<file path="src/rtl/multi_alarm_clock.sv">
// multi_alarm_clock
//   24-hour time-of-day clock with NUM_ALARMS independent alarm channels.
//   A prescaler derives a one-second tick from clk. Three pulse buttons
//   drive a two-level mode FSM used to set the time and program the alarms.
//
// Ports
//   clk            in   system clock and time base
//   reset_n        in   asynchronous active-low master reset
//   sw1            in   pulse: toggle major mode TIME/ALARM (minor mode -> 0)
//   sw2            in   pulse: advance minor mode
//   set            in   pulse: increment / toggle / dismiss ringing alarms
//   mode1          out  major mode, 0=TIME 1=ALARM
//   mode2          out  minor mode
//   out_h/m/s      out  registered binary display values
//   alarm          out  OR of all ringing channels
//   ring           out  per-channel ringing flags
//
// state   | meaning
// S_GEN   | TIME: show time, set has no effect
// S_HOUR  | TIME: set increments hours
// S_MIN   | TIME: set increments minutes (no carry)
// S_SEC   | TIME: set clears seconds and prescaler
// S_VIEW  | ALARM: set selects next channel
// S_AHOUR | ALARM: set increments alarm hour of selected channel
// S_AMIN  | ALARM: set increments alarm minute of selected channel
// S_AEN   | ALARM: set toggles enable of selected channel
module multi_alarm_clock #(
  parameter int CLOCKS4SEC = 100,
  parameter int NUM_ALARMS = 4,
  parameter int RING_SECS  = 60
) (
  input  logic                  clk,
  input  logic                  reset_n,
  input  logic                  sw1,
  input  logic                  sw2,
  input  logic                  set,
  output logic                  mode1,
  output logic [1:0]            mode2,
  output logic [5:0]            out_h,
  output logic [5:0]            out_m,
  output logic [5:0]            out_s,
  output logic                  alarm,
  output logic [NUM_ALARMS-1:0] ring
);

  localparam int PW = (CLOCKS4SEC > 1) ? $clog2(CLOCKS4SEC) : 1;
  localparam int SW = (NUM_ALARMS > 1) ? $clog2(NUM_ALARMS) : 1;
  localparam logic [PW-1:0] PRESC_MAX = PW'(CLOCKS4SEC - 1);
  localparam logic [SW-1:0] SEL_MAX   = SW'(NUM_ALARMS - 1);
  localparam logic [5:0]    RING_LOAD = 6'(RING_SECS);

  // Encoding is {mode1, mode2} so the outputs are plain register slices.
  typedef enum logic [2:0] {
    S_GEN   = 3'd0, S_HOUR = 3'd1, S_MIN  = 3'd2, S_SEC = 3'd3,
    S_VIEW  = 3'd4, S_AHOUR = 3'd5, S_AMIN = 3'd6, S_AEN = 3'd7
  } state_t;

  state_t                r_state, w_state_nx;
  logic [PW-1:0]         r_presc, w_presc_nx;
  logic [5:0]            r_hours, r_mins, r_secs;
  logic [5:0]            w_hours_nx, w_mins_nx, w_secs_nx;
  logic [5:0]            r_alarm_h [NUM_ALARMS];
  logic [5:0]            r_alarm_m [NUM_ALARMS];
  logic [5:0]            r_rcnt    [NUM_ALARMS];
  logic [NUM_ALARMS-1:0] r_en, r_ring, w_match, w_en_clr;
  logic [SW-1:0]         r_sel;
  logic [5:0]            r_out_h, r_out_m, r_out_s;
  logic                  w_tick, w_set_act, w_dismiss;
  logic                  w_do_hour, w_do_min, w_do_sec;
  logic                  w_do_view, w_do_ahour, w_do_amin, w_do_aen;
  logic                  w_sec_carry, w_min_carry;

  function automatic logic [5:0] inc_wrap(input logic [5:0] v, input logic [5:0] max);
    return (v == max) ? 6'd0 : v + 6'd1;
  endfunction

  assign mode1 = r_state[2];
  assign mode2 = r_state[1:0];
  assign out_h = r_out_h;
  assign out_m = r_out_m;
  assign out_s = r_out_s;
  assign ring  = r_ring;
  assign alarm = |r_ring;

  // A set while anything rings is a dismiss and nothing else.
  assign w_set_act = set & ~alarm;
  assign w_dismiss = set & alarm;
  assign w_tick    = (r_presc == PRESC_MAX);

  always_ff @(posedge clk or negedge reset_n) begin
    if (!reset_n) r_state <= S_GEN;
    else          r_state <= w_state_nx;
  end

  always_comb begin
    w_state_nx = r_state;
    w_do_hour  = 1'b0;
    w_do_min   = 1'b0;
    w_do_sec   = 1'b0;
    w_do_view  = 1'b0;
    w_do_ahour = 1'b0;
    w_do_amin  = 1'b0;
    w_do_aen   = 1'b0;
    if (sw1) begin
      w_state_nx = r_state[2] ? S_GEN : S_VIEW;
    end else if (sw2) begin
      case (r_state)
        S_GEN:   w_state_nx = S_HOUR;
        S_HOUR:  w_state_nx = S_MIN;
        S_MIN:   w_state_nx = S_SEC;
        S_SEC:   w_state_nx = S_GEN;
        S_VIEW:  w_state_nx = S_AHOUR;
        S_AHOUR: w_state_nx = S_AMIN;
        S_AMIN:  w_state_nx = S_AEN;
        default: w_state_nx = S_VIEW;
      endcase
    end
    case (r_state)
      S_HOUR:  w_do_hour  = w_set_act;
      S_MIN:   w_do_min   = w_set_act;
      S_SEC:   w_do_sec   = w_set_act;
      S_VIEW:  w_do_view  = w_set_act;
      S_AHOUR: w_do_ahour = w_set_act;
      S_AMIN:  w_do_amin  = w_set_act;
      S_AEN:   w_do_aen   = w_set_act;
      default: ;
    endcase
  end

  // A user edit of a field takes precedence over a carry into it; the
  // carry out of an edited field is suppressed.
  always_comb begin
    w_presc_nx  = (w_do_sec || w_tick) ? '0 : r_presc + 1'b1;
    w_sec_carry = w_tick && (r_secs == 6'd59) && !w_do_sec;
    w_min_carry = w_sec_carry && (r_mins == 6'd59) && !w_do_min;
    w_secs_nx   = r_secs;
    w_mins_nx   = r_mins;
    w_hours_nx  = r_hours;
    if (w_do_sec)         w_secs_nx = 6'd0;
    else if (w_tick)      w_secs_nx = inc_wrap(r_secs, 6'd59);
    if (w_do_min || w_sec_carry)  w_mins_nx  = inc_wrap(r_mins, 6'd59);
    if (w_do_hour || w_min_carry) w_hours_nx = inc_wrap(r_hours, 6'd23);
  end

  // Matching is against the time the tick produces, so ring rises together
  // with the seconds rolling to zero.
  always_comb begin
    w_match  = '0;
    w_en_clr = '0;
    for (int i = 0; i < NUM_ALARMS; i++) begin
      w_match[i]  = w_tick && (w_secs_nx == 6'd0) && r_en[i] &&
                    (w_hours_nx == r_alarm_h[i]) && (w_mins_nx == r_alarm_m[i]);
      w_en_clr[i] = w_do_aen && (r_sel == SW'(i)) && r_en[i];
    end
  end

  always_ff @(posedge clk or negedge reset_n) begin
    if (!reset_n) begin
      r_presc <= '0;
      r_hours <= 6'd0;
      r_mins  <= 6'd0;
      r_secs  <= 6'd0;
    end else begin
      r_presc <= w_presc_nx;
      r_hours <= w_hours_nx;
      r_mins  <= w_mins_nx;
      r_secs  <= w_secs_nx;
    end
  end

  always_ff @(posedge clk or negedge reset_n) begin
    if (!reset_n) begin
      r_sel <= '0;
      r_en  <= '0;
      for (int i = 0; i < NUM_ALARMS; i++) begin
        r_alarm_h[i] <= 6'd0;
        r_alarm_m[i] <= 6'd0;
      end
    end else begin
      if (w_do_view)  r_sel <= (r_sel == SEL_MAX) ? '0 : r_sel + 1'b1;
      if (w_do_ahour) r_alarm_h[r_sel] <= inc_wrap(r_alarm_h[r_sel], 6'd23);
      if (w_do_amin)  r_alarm_m[r_sel] <= inc_wrap(r_alarm_m[r_sel], 6'd59);
      if (w_do_aen)   r_en[r_sel] <= ~r_en[r_sel];
    end
  end

  always_ff @(posedge clk or negedge reset_n) begin
    if (!reset_n) begin
      r_ring <= '0;
      for (int i = 0; i < NUM_ALARMS; i++) r_rcnt[i] <= 6'd0;
    end else begin
      for (int i = 0; i < NUM_ALARMS; i++) begin
        if (w_dismiss || w_en_clr[i]) begin
          r_ring[i] <= 1'b0;
          r_rcnt[i] <= 6'd0;
        end else if (w_match[i]) begin
          r_ring[i] <= 1'b1;
          r_rcnt[i] <= RING_LOAD;
        end else if (r_ring[i] && w_tick) begin
          r_rcnt[i] <= r_rcnt[i] - 6'd1;
          if (r_rcnt[i] == 6'd1) r_ring[i] <= 1'b0;
        end
      end
    end
  end

  always_ff @(posedge clk or negedge reset_n) begin
    if (!reset_n) begin
      r_out_h <= 6'd0;
      r_out_m <= 6'd0;
      r_out_s <= 6'd0;
    end else if (r_state[2]) begin
      r_out_h <= r_alarm_h[r_sel];
      r_out_m <= r_alarm_m[r_sel];
      r_out_s <= r_en[r_sel] ? 6'(r_sel) + 6'd1 : 6'd0;
    end else begin
      r_out_h <= r_hours;
      r_out_m <= r_mins;
      r_out_s <= r_secs;
    end
  end

endmodule

</file>
<file path="config.mk">
export PLATFORM = sky130hd
export DESIGN_NAME = multi_alarm_clock
export DESIGN_NICKNAME = d
export VERILOG_FILES = /design/src/rtl/multi_alarm_clock.sv
export SDC_FILE = /design/constraint.sdc
export NUM_CORES = 1
export LEC_CHECK = 0
export ABC_AREA = 1
export ABC_CLOCK_PERIOD_IN_PS = 3840
export BUFFER_PORTS_ARGS = -buffer_cell sky130_fd_sc_hd__buf_2
export CORE_MARGIN = 5
export CORE_UTILIZATION = 56
export DETAILED_ROUTE_END_ITERATION = 6
export GPL_ROUTABILITY_DRIVEN = 1
export HOLD_SLACK_MARGIN = 0.03
export PLACE_DENSITY_LB_ADDON = 0.1
export SKIP_CTS_REPAIR_TIMING = 1
export SYNTH_ARGS = -nofsm -noshare
export SYNTH_HDL_FRONTEND = slang
export SYNTH_SLANG_ARGS = --single-unit
</file>
<file path="constraint.sdc">
create_clock -name clk -period 3.84 [get_ports clk]
set_input_delay 0.576 -clock clk [delete_from_list [all_inputs] [get_ports clk]]
set_output_delay 0.576 -clock clk [all_outputs]
set_load 0.01 [all_outputs]
</file>
**After elaboration in Yosys (flattened, before gate mapping)**

Cells that the tools add are included.

- Multiply operators: 0
- Equality and inequality tests: 28
- Shift-type cells: 0
- $add $sub $neg: 12
- Magnitude comparators: 4
- Divide/modulo/power cells: 0
- Muxes and demuxes: 69
- Reduce and logical (&&, ||, !) cells: 57
- Bitwise gates (word level): 5

Operators with widths:

| operator | number |
|---|---|
| $mux W6 | 29 |
| $bwmux W24 | 2 |
| $eq A6 B6 Y1 | 8 |
| $logic_and A1 B1 Y1 | 31 |
| $add A6 B1 Y6 const B | 5 |
| $mux W1 | 25 |
| $bmux W6 S2 | 2 |
| $eq A6 B1 Y1 const B | 4 |
| $reduce_bool A3 Y1 | 8 |
| $sub A6 B1 Y6 const B | 4 |
| $pmux W3 S7 | 1 |
| $eq A6 B6 Y1 const B | 3 |
| $demux W6 S2 | 1 |
| $eq A3 B3 Y1 const B | 4 |
| $eq A6 B5 Y1 const B | 2 |
| $mux W3 | 4 |
| $reduce_and A2 Y1 | 4 |
| $add A7 B1 Y7 const B | 1 |
| $eq A7 B7 Y1 const B | 1 |
| $logic_or A1 B1 Y1 | 7 |
| $mux W7 | 1 |
| $eq A3 B2 Y1 const B | 2 |
| $logic_not A6 Y1 | 1 |
| $bwmux W4 | 1 |
| other kinds (20) | 24 |

- RAM bits: 0
- Logic and storage cells: 201
- Flip-flop bits (word level): 128
- Memories: 0
- Bits in latches: 0
- Bits of input ports: 5
- Bits in read-only memories: 0
- Output and inout bits: 26

**Depth between registers and ports, before layout**

Gate-level depths: netlist (run 1).

- Depth after elaboration: 15
- Mapped depth: 19
- Mapped depth without buffers: 18

**Least setup slack after synthesis (run 1)**

Ideal clock, no wire load.

- Path type: reg2reg
- Start: register r_mins[0]
- End: register r_rcnt[1] (netlist name)
- Required time: 3.719 ns
- Clock period less this slack: 2.223 ns
- Setup slack: 1.617 ns
- Setup time: 0.121 ns
- Arrival: 2.101 ns
- Path buffers: 1
- Stages on the path, launching flop included: 17
- Cells stage by stage: dfrtp_1 -> ha_1 -> nand3_1 -> nor2_2 -> inv_2 -> nor2_2 -> nand2_4 -> nand2_4 -> buf_12 -> nand2_4 -> nand2_4 -> nor2_1 -> nand3b_1 -> nor3_2 -> nand2_2 -> nand2_1 -> nor2_1

- Word-level cells in the longest chain between the ends: 10
- Elaborated cells between the ends (all ways): 15
- Classes of those cells: add/sub: 1; eq/ne: 3; mux: 5; reduce/logical: 6

Ends and longest elaborated chain:

| item | RTL line | source |
|---|---|---|
| start, declared | 60 | `logic [5:0] r_hours, r_mins, r_secs;` |
| start signal, assigned | 166 | `r_mins <= w_mins_nx;` |
| parallel branches: the longest is 7 deep, another holds $add A6 B1 Y6 | - |  |
| $logic_and A1 B1 Y1 (*) | 152 | `(w_hours_nx == r_alarm_h[i]) && (w_mins_nx == r_alarm_m[i]);` |
| $mux W6 | 196 | `end else if (w_match[i]) begin` |
| $mux W6 | 193 | `if (w_dismiss \|\| w_en_clr[i]) begin` |
| end signal, assigned by index | 200 | `r_rcnt[i] <= r_rcnt[i] - 6'd1;` |
| end, declared | 64 | `logic [5:0] r_rcnt [NUM_ALARMS];` |

Every way passes the cells marked *.
A chain may end at the register's enable or synchronous reset.

**Worst setup path in the final report (run 1)**

- Start: register r_presc[0]
- End: register r_rcnt[0] (netlist name)

- Word-level cells in the longest chain between the ends: 12
- Elaborated cells between the ends (all ways): 22
- Classes of those cells: eq/ne: 3; mux: 6; reduce/logical: 13

Ends and longest elaborated chain:

| item | RTL line | source |
|---|---|---|
| start, declared | 59 | `logic [PW-1:0] r_presc, w_presc_nx;` |
| start signal, assigned | 164 | `r_presc <= w_presc_nx;` |
| $eq A7 B7 Y1 (*) | 88 | `assign w_tick = (r_presc == PRESC_MAX);` |
| $logic_and A1 B1 Y1 (*) (2 in a row) | 134 | `w_sec_carry = w_tick && (r_secs == 6'd59) && !w_do_sec;` |
| $logic_and A1 B1 Y1 (*) (2 in a row) | 135 | `w_min_carry = w_sec_carry && (r_mins == 6'd59) && !w_do_min;` |
| $logic_or A1 B1 Y1 (*) | 142 | `if (w_do_hour \|\| w_min_carry) w_hours_nx = inc_wrap(r_hours, 6'd23);` |
| $mux W6 (*) | 142 |  |
| named net w_hours_nx[0] | 61 | `logic [5:0] w_hours_nx, w_mins_nx, w_secs_nx;` |
| $eq A6 B6 Y1 (*) | 152 |  |
| $logic_and A1 B1 Y1 (*) | 151 | `w_match[i] = w_tick && (w_secs_nx == 6'd0) && r_en[i] &&` |
| $logic_and A1 B1 Y1 (*) | 152 |  |
| $mux W6 | 196 |  |
| $mux W6 | 193 |  |

Mark *: on every way through the listed nets, which the timed path passes. The rest lies on a longest branch.

==> results of run 1 <==
-- area by class of cell --
cell class                      instances  area (um^2)
Timing Repair Buffer                   37        209.0
Clock inverter                         11        105.1
Tap cell                              180        225.2
Fill cell                            1252         5040
Multi-Input combinational cell        808         4075
Inverter                              150        563.0
Clock buffer                           21        460.4
Sequential cell                       128         3203
-- worst max-delay path, stage by stage (launching register included) --
cell and delay [ns]:
dfrtp_1 0.37, ha_1 0.22, nand2_1 0.08, nor2_2 0.41, nand2_1 0.19, nor2_2 0.22, nand2_4 0.17, nand2_4 0.21
nand2_1 0.17, nand2_2 0.16, nand2_1 0.06, nand2_1 0.06, nand3b_1 0.10, nor3_2 0.26, nand2_2 0.15, nand2_1 0.12
a21oi_1 0.06
-- through the flow --
step	cells	setup slack, ns	cell area [um^2]
after CTS	1335	0.7220	8841
after floorplan	1109	1.617	7956
after global routing	1335	0.4196	8841
after global placement	1303	0.9497	8275
final	1335	0.6801	8841
after detailed placement	1303	0.7739	8275
-- logic make-up (layout without fill, tap and decap cells) --
family,after synthesis,count (layout),share of synthesized area
flip-flops,128,128,0.4026
AND/OR/NAND/NOR,585,585,0.3351
XOR/XNOR,37,37,0.04073
adder cells (fa/ha/maj),18,18,0.02831
AO/OA/AOI/OAI,168,168,0.1080
buffers and inverters,173,219,0.08523
-- synthesized netlist by cell type --
cell type / number / share of area
nand2_1: 293 / 0.14
inv_1: 145 / 0.068
dfrtp_1: 128 / 0.40
nand3_1: 118 / 0.074
o21ai_0: 115 / 0.072
nor2_1: 78 / 0.037
a21oi_1: 38 / 0.024
xor2_1: 30 / 0.033
nand4_1: 22 / 0.017
ha_1: 18 / 0.028
nand2_2: 18 / 0.014
clkbuf_1: 17 / 0.0080
nor2_2: 12 / 0.0094
nor3_1: 11 / 0.0069
nand3_2: 9 / 0.011
o21ai_1: 8 / 0.0050
nand2_4: 7 / 0.0099
nand3b_1: 7 / 0.0066
xnor2_1: 7 / 0.0077
inv_2: 4 / 0.0019
nor3_2: 4 / 0.0050
nor3b_1: 3 / 0.0028
buf_1: 2 / 0.00094
o211ai_1: 2 / 0.0019
a211oi_1: 1 / 0.00094
a31oi_1: 1 / 0.00079
and3_1: 1 / 0.00079
buf_12: 1 / 0.0025
buf_2: 1 / 0.00063
buf_4: 1 / 0.00094
buf_6: 1 / 0.0014
clkinv_1: 1 / 0.00047
nor4_1: 1 / 0.00079
o21ai_2: 1 / 0.0011
o21bai_1: 1 / 0.00094
o41ai_1: 1 / 0.0011
or2_2: 1 / 0.00079
-- final timing paths --
| path | end | from | slack, ns |
|---|---|---|---|
| min in group clk | r_state[2] | sw1 | 0.37 |
| worst min-delay path | out_h[4] | reset_n | 0.25 |
| worst max-delay path | r_rcnt[0] | r_presc[0] | 0.68 |
| max in group asynchronous | r_presc[4] | reset_n | 2.79 |
| worst min register to register | r_presc[0] | r_presc[0] | 0.47 |
| worst max register to register | r_rcnt[0] | r_presc[0] | 0.68 |
-- metal layers --
metal	up-vias	track usage
li1	3646	-
met1	3405	0.3775
met2	229	0.4131
met3	38	0.06059
met4	0	0.1019
met5	-	0
-- sequential cells by signal (all words and copies together) (netlist names), 7 cells and up --
register and cells:
r_alarm_m 24, r_rcnt 24, r_presc 7, r_alarm_h 24
-- power by group through the flow --
stage                     clock (mW)  sequential [mW]  combinational, mW
final                           1.58             2.11               2.60
after detailed placement           0             2.11               2.55
after CTS                       1.59             2.10               2.56
after global placement             0             2.11               2.51
after floorplan                    0             2.07               1.81
after global routing            1.66             2.16               2.93
==> metrics.md, run 1 <==
| Metric | Value |
|---|---|
| Routed met2 length | `9.582 mm` |
| Fin. Hold Viols | `0` |
| Share of layout cells above drive strength 1 | `0.1065` |
| Yosys cell types | `37` |
| Tcrit/Tclk final | `0.8229` |
| Largest net degree at the start of global routing | `107` |
| Met3 wire len | `approximately 1.5 mm` |
| Vias in the first global route | `6946` |
| Power Density | `slightly above 700 nW/um^2` |
| Min Hold Slack | `0.2512 ns` |
| Nets | `1165` |
| RSZ-0062 raised after global routing | `false` |
| Initial core utilization | `0.5732` |
| Leading cell type in the layout, fill and taps excluded | `nand2_1` |
| Status | `completed` |
| Grt total ovfl | `0` |
| Die W | `129.2 um` |
| Clock Path Buffers | `2` |
| Area added between synthesis and finish | `11.12%` |
| Die Span Y | `129.2 um` |
| Hold WC Path Type | `in -> async` |
| GPL Wtd Cong | `0.9409` |
| Cells after Synth | `1109` |
| Kind of critical path | `reg -> reg` |
| Worst slew pin tran | `0.9793 ns` |
| I/O Buffers | `30` |
| Cell internal pwr | `3.515 mW` |
| Routed WL | `21.21 mm` |
| I/O Pins | `31` |
| DR vias | `7318` |
| DP HPWL | `15.31 mm` |
| Gr usage total | `0.2703` |
| Core region area | `13880 um^2` |
| Htree depth | `4` |
| Worst slew margin | `0.3472` |
| Clk pwr share | `0.251` |
| Synth Warn # | `0` |
| Synthesized cell area | `7956 um^2` |
| Post-synthesis net count | `1132` |
| Number of inserted diodes | `0` |
| Fmax | `roughly 320 MHz` |
| Vias per inst | `approximately 5.5` |
| Top sig layer | `met4` |
| Post-Syn Area per Cell | `7.174 um^2` |
| Pre-antenna DRT Iters | `5` |
| Total power | `approximately 6.3 mW` |
| Finish-stage setup viols | `0` |
| WL met1 | `between 9 and 10 mm` |
| Post-synthesis register bit count | `128` |
| Seq/Total Area, Yosys | `0.4026` |
| CTS tree | `built` |
| CTS Buf Count | `17` |
| Crit end category | `flip-flop` |
| Reg2reg path depth | `16` |
| Clk pin slew, worst setup/hold paths | `0.06 ns` |
| Clk_lat worst skew | `0.44 ns` |
| Core Util, Final | `0.6369` |
| Share of power burned in registers | `0.335` |
| DR iter-0 viols | `approximately 630` |
| Worst vdd ir | `0.5418 mV` |
| Fin crit period | `3.160 ns` |
| Net Sw Frac | `0.4404` |
| Skew final | `0.009681 ns` |
| Max Cap Violations | `0` |
| Worst setup SP type | `flip-flop` |
| Root buffer cell | `clkbuf_16` |
| CTS Sinks | `128` |
| Antenna violations before repair | `0` |
| Drc violations | `0` |
| Most frequent cells in the layout | `nand2_1 (293), inv_1 (145), dfrtp_1 (128)` |
| Arrival time at the worst endpoint | `3.48 ns` |
| DR WL/cell | `roughly 16 um` |
| P_leak | `4.484 nW` |
| TNS Setup | `0 ns` |
| Die area | `16690 um^2` |
| Comb pwr share | `0.413` |
| Post-route ant nets | `0` |
| Final Max Slew Viols | `0` |
| First-pass GRT wire length | `between 30 and 40 mm` |
| CP required | `around 4.2 ns` |
| CP Max Fanout | `12` |
| Core Rows | `43` |
| Switching power | `between 2 and 3 mW` |
No activity file was read; power rests on OpenSTA's default activity.
==> inputs of run 2 (changes only) <==
Settings changed: ABC_CLOCK_PERIOD_IN_PS 3840 to 3200.
Clock period 3.84 ns to 3.2 ns, I/O delays scaled along.
==> metrics.md, run 2 (same netlist as run 1, synthesis figures left out) <==
| Metric | Value |
|---|---|
| Status | `completed` |
| CTS Sinks | `128 (unchanged)` |
| Routed WL | `21.14 mm (-0.31%)` |
| Root buffer cell | `clkbuf_16` |
| I/O Buffers | `30 (unchanged)` |
| P_leak | `4.540 nW (+1.2%)` |
| Max Cap Violations | `0 (unchanged)` |
| Reg2reg path depth | `16 (unchanged)` |
| Fillers | `1258 (+0.48%)` |
| Final Max Slew Viols | `0 (unchanged)` |
| Worst setup SP type | `flip-flop` |
| CTS tree | `built` |
| Finish-stage setup viols | `0 (unchanged)` |
| Number of inserted diodes | `0 (unchanged)` |
| Arrival time at the worst endpoint | `3.22 ns (-0.26 ns)` |
| Routed met2 length | `9.626 mm (+0.46%)` |
| Final instance area | `8936 um^2 (+1.1%)` |
| DR WL/cell | `15.79 um (-0.61%)` |
| Worst Setup Slack, final | `0.2964 ns (-0.3837 ns)` |
| Nets | `1169 (+0.34%)` |
| Crit end category | `flip-flop` |
| R2R setup slack | `0.30 ns (-0.38 ns)` |
| Worst slew margin | `0.5117 (+0.1646)` |
| Area added between synthesis and finish | `12.31%` |
| Vias in the first global route | `7070 (+1.8%)` |
| CTS Buf Count | `17 (unchanged)` |
| Worst slew pin tran | `0.7324 ns (-0.2468 ns)` |
| Reg-to-reg endpoint | `r_rcnt[0]` |
| Power Density | `864.0 nW/um^2 (+22%)` |
| Placed Area | `8305 um^2 (+0.36%)` |
| RSZ-0062 raised after global routing | `false` |
| WL met1 | `9.644 mm (+0.13%)` |
| Most frequent cells in the layout | `nand2_1 (293), inv_1 (145), dfrtp_1 (128)` |
| TNS Setup | `0 ns (unchanged)` |
| Clock Path Buffers | `2 (unchanged)` |
| Met3 wire len | `1.345 mm (-10%)` |
| Top sig layer | `met4` |
| Initial core utilization | `0.5732 (unchanged)` |
| GPL Wtd Cong | `0.9705 (+3.1%)` |
| Clk_lat worst skew | `0.43 ns (about the same)` |
| DR iter-0 viols | `706 (+12%)` |
| Die Span Y | `129.2 um (unchanged)` |
| Post-route ant nets | `0 (unchanged)` |
| Core region area | `13880 um^2 (unchanged)` |
| Antenna violations before repair | `0 (unchanged)` |
| Vias per inst | `5.458 (-0.43%)` |
| Pre-antenna DRT Iters | `5 (unchanged)` |
| Drc violations | `0 (unchanged)` |
| DR vias | `7308 (-0.14%)` |
| Tcrit/Tclk final | `0.9074 (+0.08449)` |
| DP HPWL | `15.50 mm (+1.2%)` |
| CP required | `3.51 ns (-0.65 ns)` |
| Grt total ovfl | `0 (unchanged)` |
| First-pass GRT wire length | `35.84 mm (+1.5%)` |
| Register area | `3203 um^2 (unchanged)` |
| I/O Pins | `31 (unchanged)` |
| Pre-CTS WS | `0.3348 ns (-0.4391 ns)` |
| Fin. Hold Viols | `0 (unchanged)` |
| Die area | `16690 um^2 (unchanged)` |
| Kind of critical path | `reg -> reg` |
| Largest net degree at the start of global routing | `81 (-24%)` |
| Worst vdd ir | `0.5845 mV (+7.9%)` |
| Fmax | `344.4 MHz (+8.8%)` |
| Fin crit period | `2.904 ns (-0.2563 ns)` |
| Gr usage total | `0.2736 (+0.003330)` |
| Footprint of the multi-input gates | `4075 um^2 (unchanged)` |
| Clk pin slew, worst setup/hold paths | `0.06 ns (about the same)` |
| Top Registers | `r_alarm_h (24), r_alarm_m (24), r_rcnt (24)` |
| Share of layout cells above drive strength 1 | `0.1113 (+0.004809)` |
| Core Rows | `43 (unchanged)` |
| Die W | `129.2 um (unchanged)` |
| Htree depth | `4 (unchanged)` |
| Skew final | `0.008088 ns (-0.001594 ns)` |
| CP Max Fanout | `12 (unchanged)` |
| Hold WC Path Type | `in -> async` |
| Min Hold Slack | `0.07488 ns (-0.1763 ns)` |
| Launching point of the worst reg2reg path | `r_mins[0]` |
| Leading cell type in the layout, fill and taps excluded | `nand2_1` |
run 2: cell count changes in the layout (fill, tap and decap cells not counted):
cell        previous run  this run
clkbuf_1               2         0
inv_8                  0         1
bufinv_16              1         3
clkinvlp_4             4         2
clkinv_2               2         0
buf_4                  7        11
clkinv_4               1         4
run 2: stage by stage:
stage	std cells	total power [mW]	util
floorplan	1109	4.649	-
global placement	1307	5.569	0.5983
detailed placement	1307	5.619	0.5983
CTS	1339	7.704	0.6438
global route	1339	8.302	0.6438
finish	1339	7.721	0.6438
run 2: where the power goes:
group	leakage, nW	switching, mW	internal (mW)
clock	0.303	0.774	1.28
sequential	1.67	0.461	2.09
combinational	2.57	2.09	1.03
run 2: how the worst max path moves through the flow:
stage / start / endpoint / slack, ns / depth (start not counted)
2_1_floorplan: r_mins[0] / r_rcnt[1] / 0.98 / 16
3_3_place_gp: r_mins[0] / r_rcnt[1] / 0.38 / 16
3_5_place_dp: r_mins[0] / r_rcnt[0] / 0.33 / 16
4_1_cts: r_mins[0] / r_rcnt[0] / 0.31 / 16
5_1_grt: r_mins[0] / r_rcnt[1] / 0.12 / 16
6_report: r_mins[0] / r_rcnt[0] / 0.30 / 16
run 2: cell type report:
type	instances	share of cell area
multi-input combinational	808	0.4560
sequential	128	0.3584
timing repair buffer	41	0.02674
tap	180	0.02520
clock inverter	13	0.01988
inverter	150	0.06301
clock buffer	19	0.05069
run 2: critical path, cell delays in order (launching register included):
cell	delay [ns]
dfrtp_1	0.49
ha_1	0.26
nand3_1	0.10
nor2_2	0.18
inv_2	0.07
nor2_2	0.15
nand2_4	0.15
nand2_4	0.22
nand2_1	0.18
nand2_2	0.16
nand2_1	0.07
nand2_1	0.06
nand3b_1	0.11
nor3_2	0.25
nand2_2	0.15
nand2_1	0.12
a21oi_1	0.05
run 2: routing by layer:
metal | vias to the layer above | track usage
met5 | - | 0
met4 | 0 | 0.08956
met3 | 53 | 0.06348
met2 | 221 | 0.4296
met1 | 3386 | 0.3766
li1 | 3648 | -
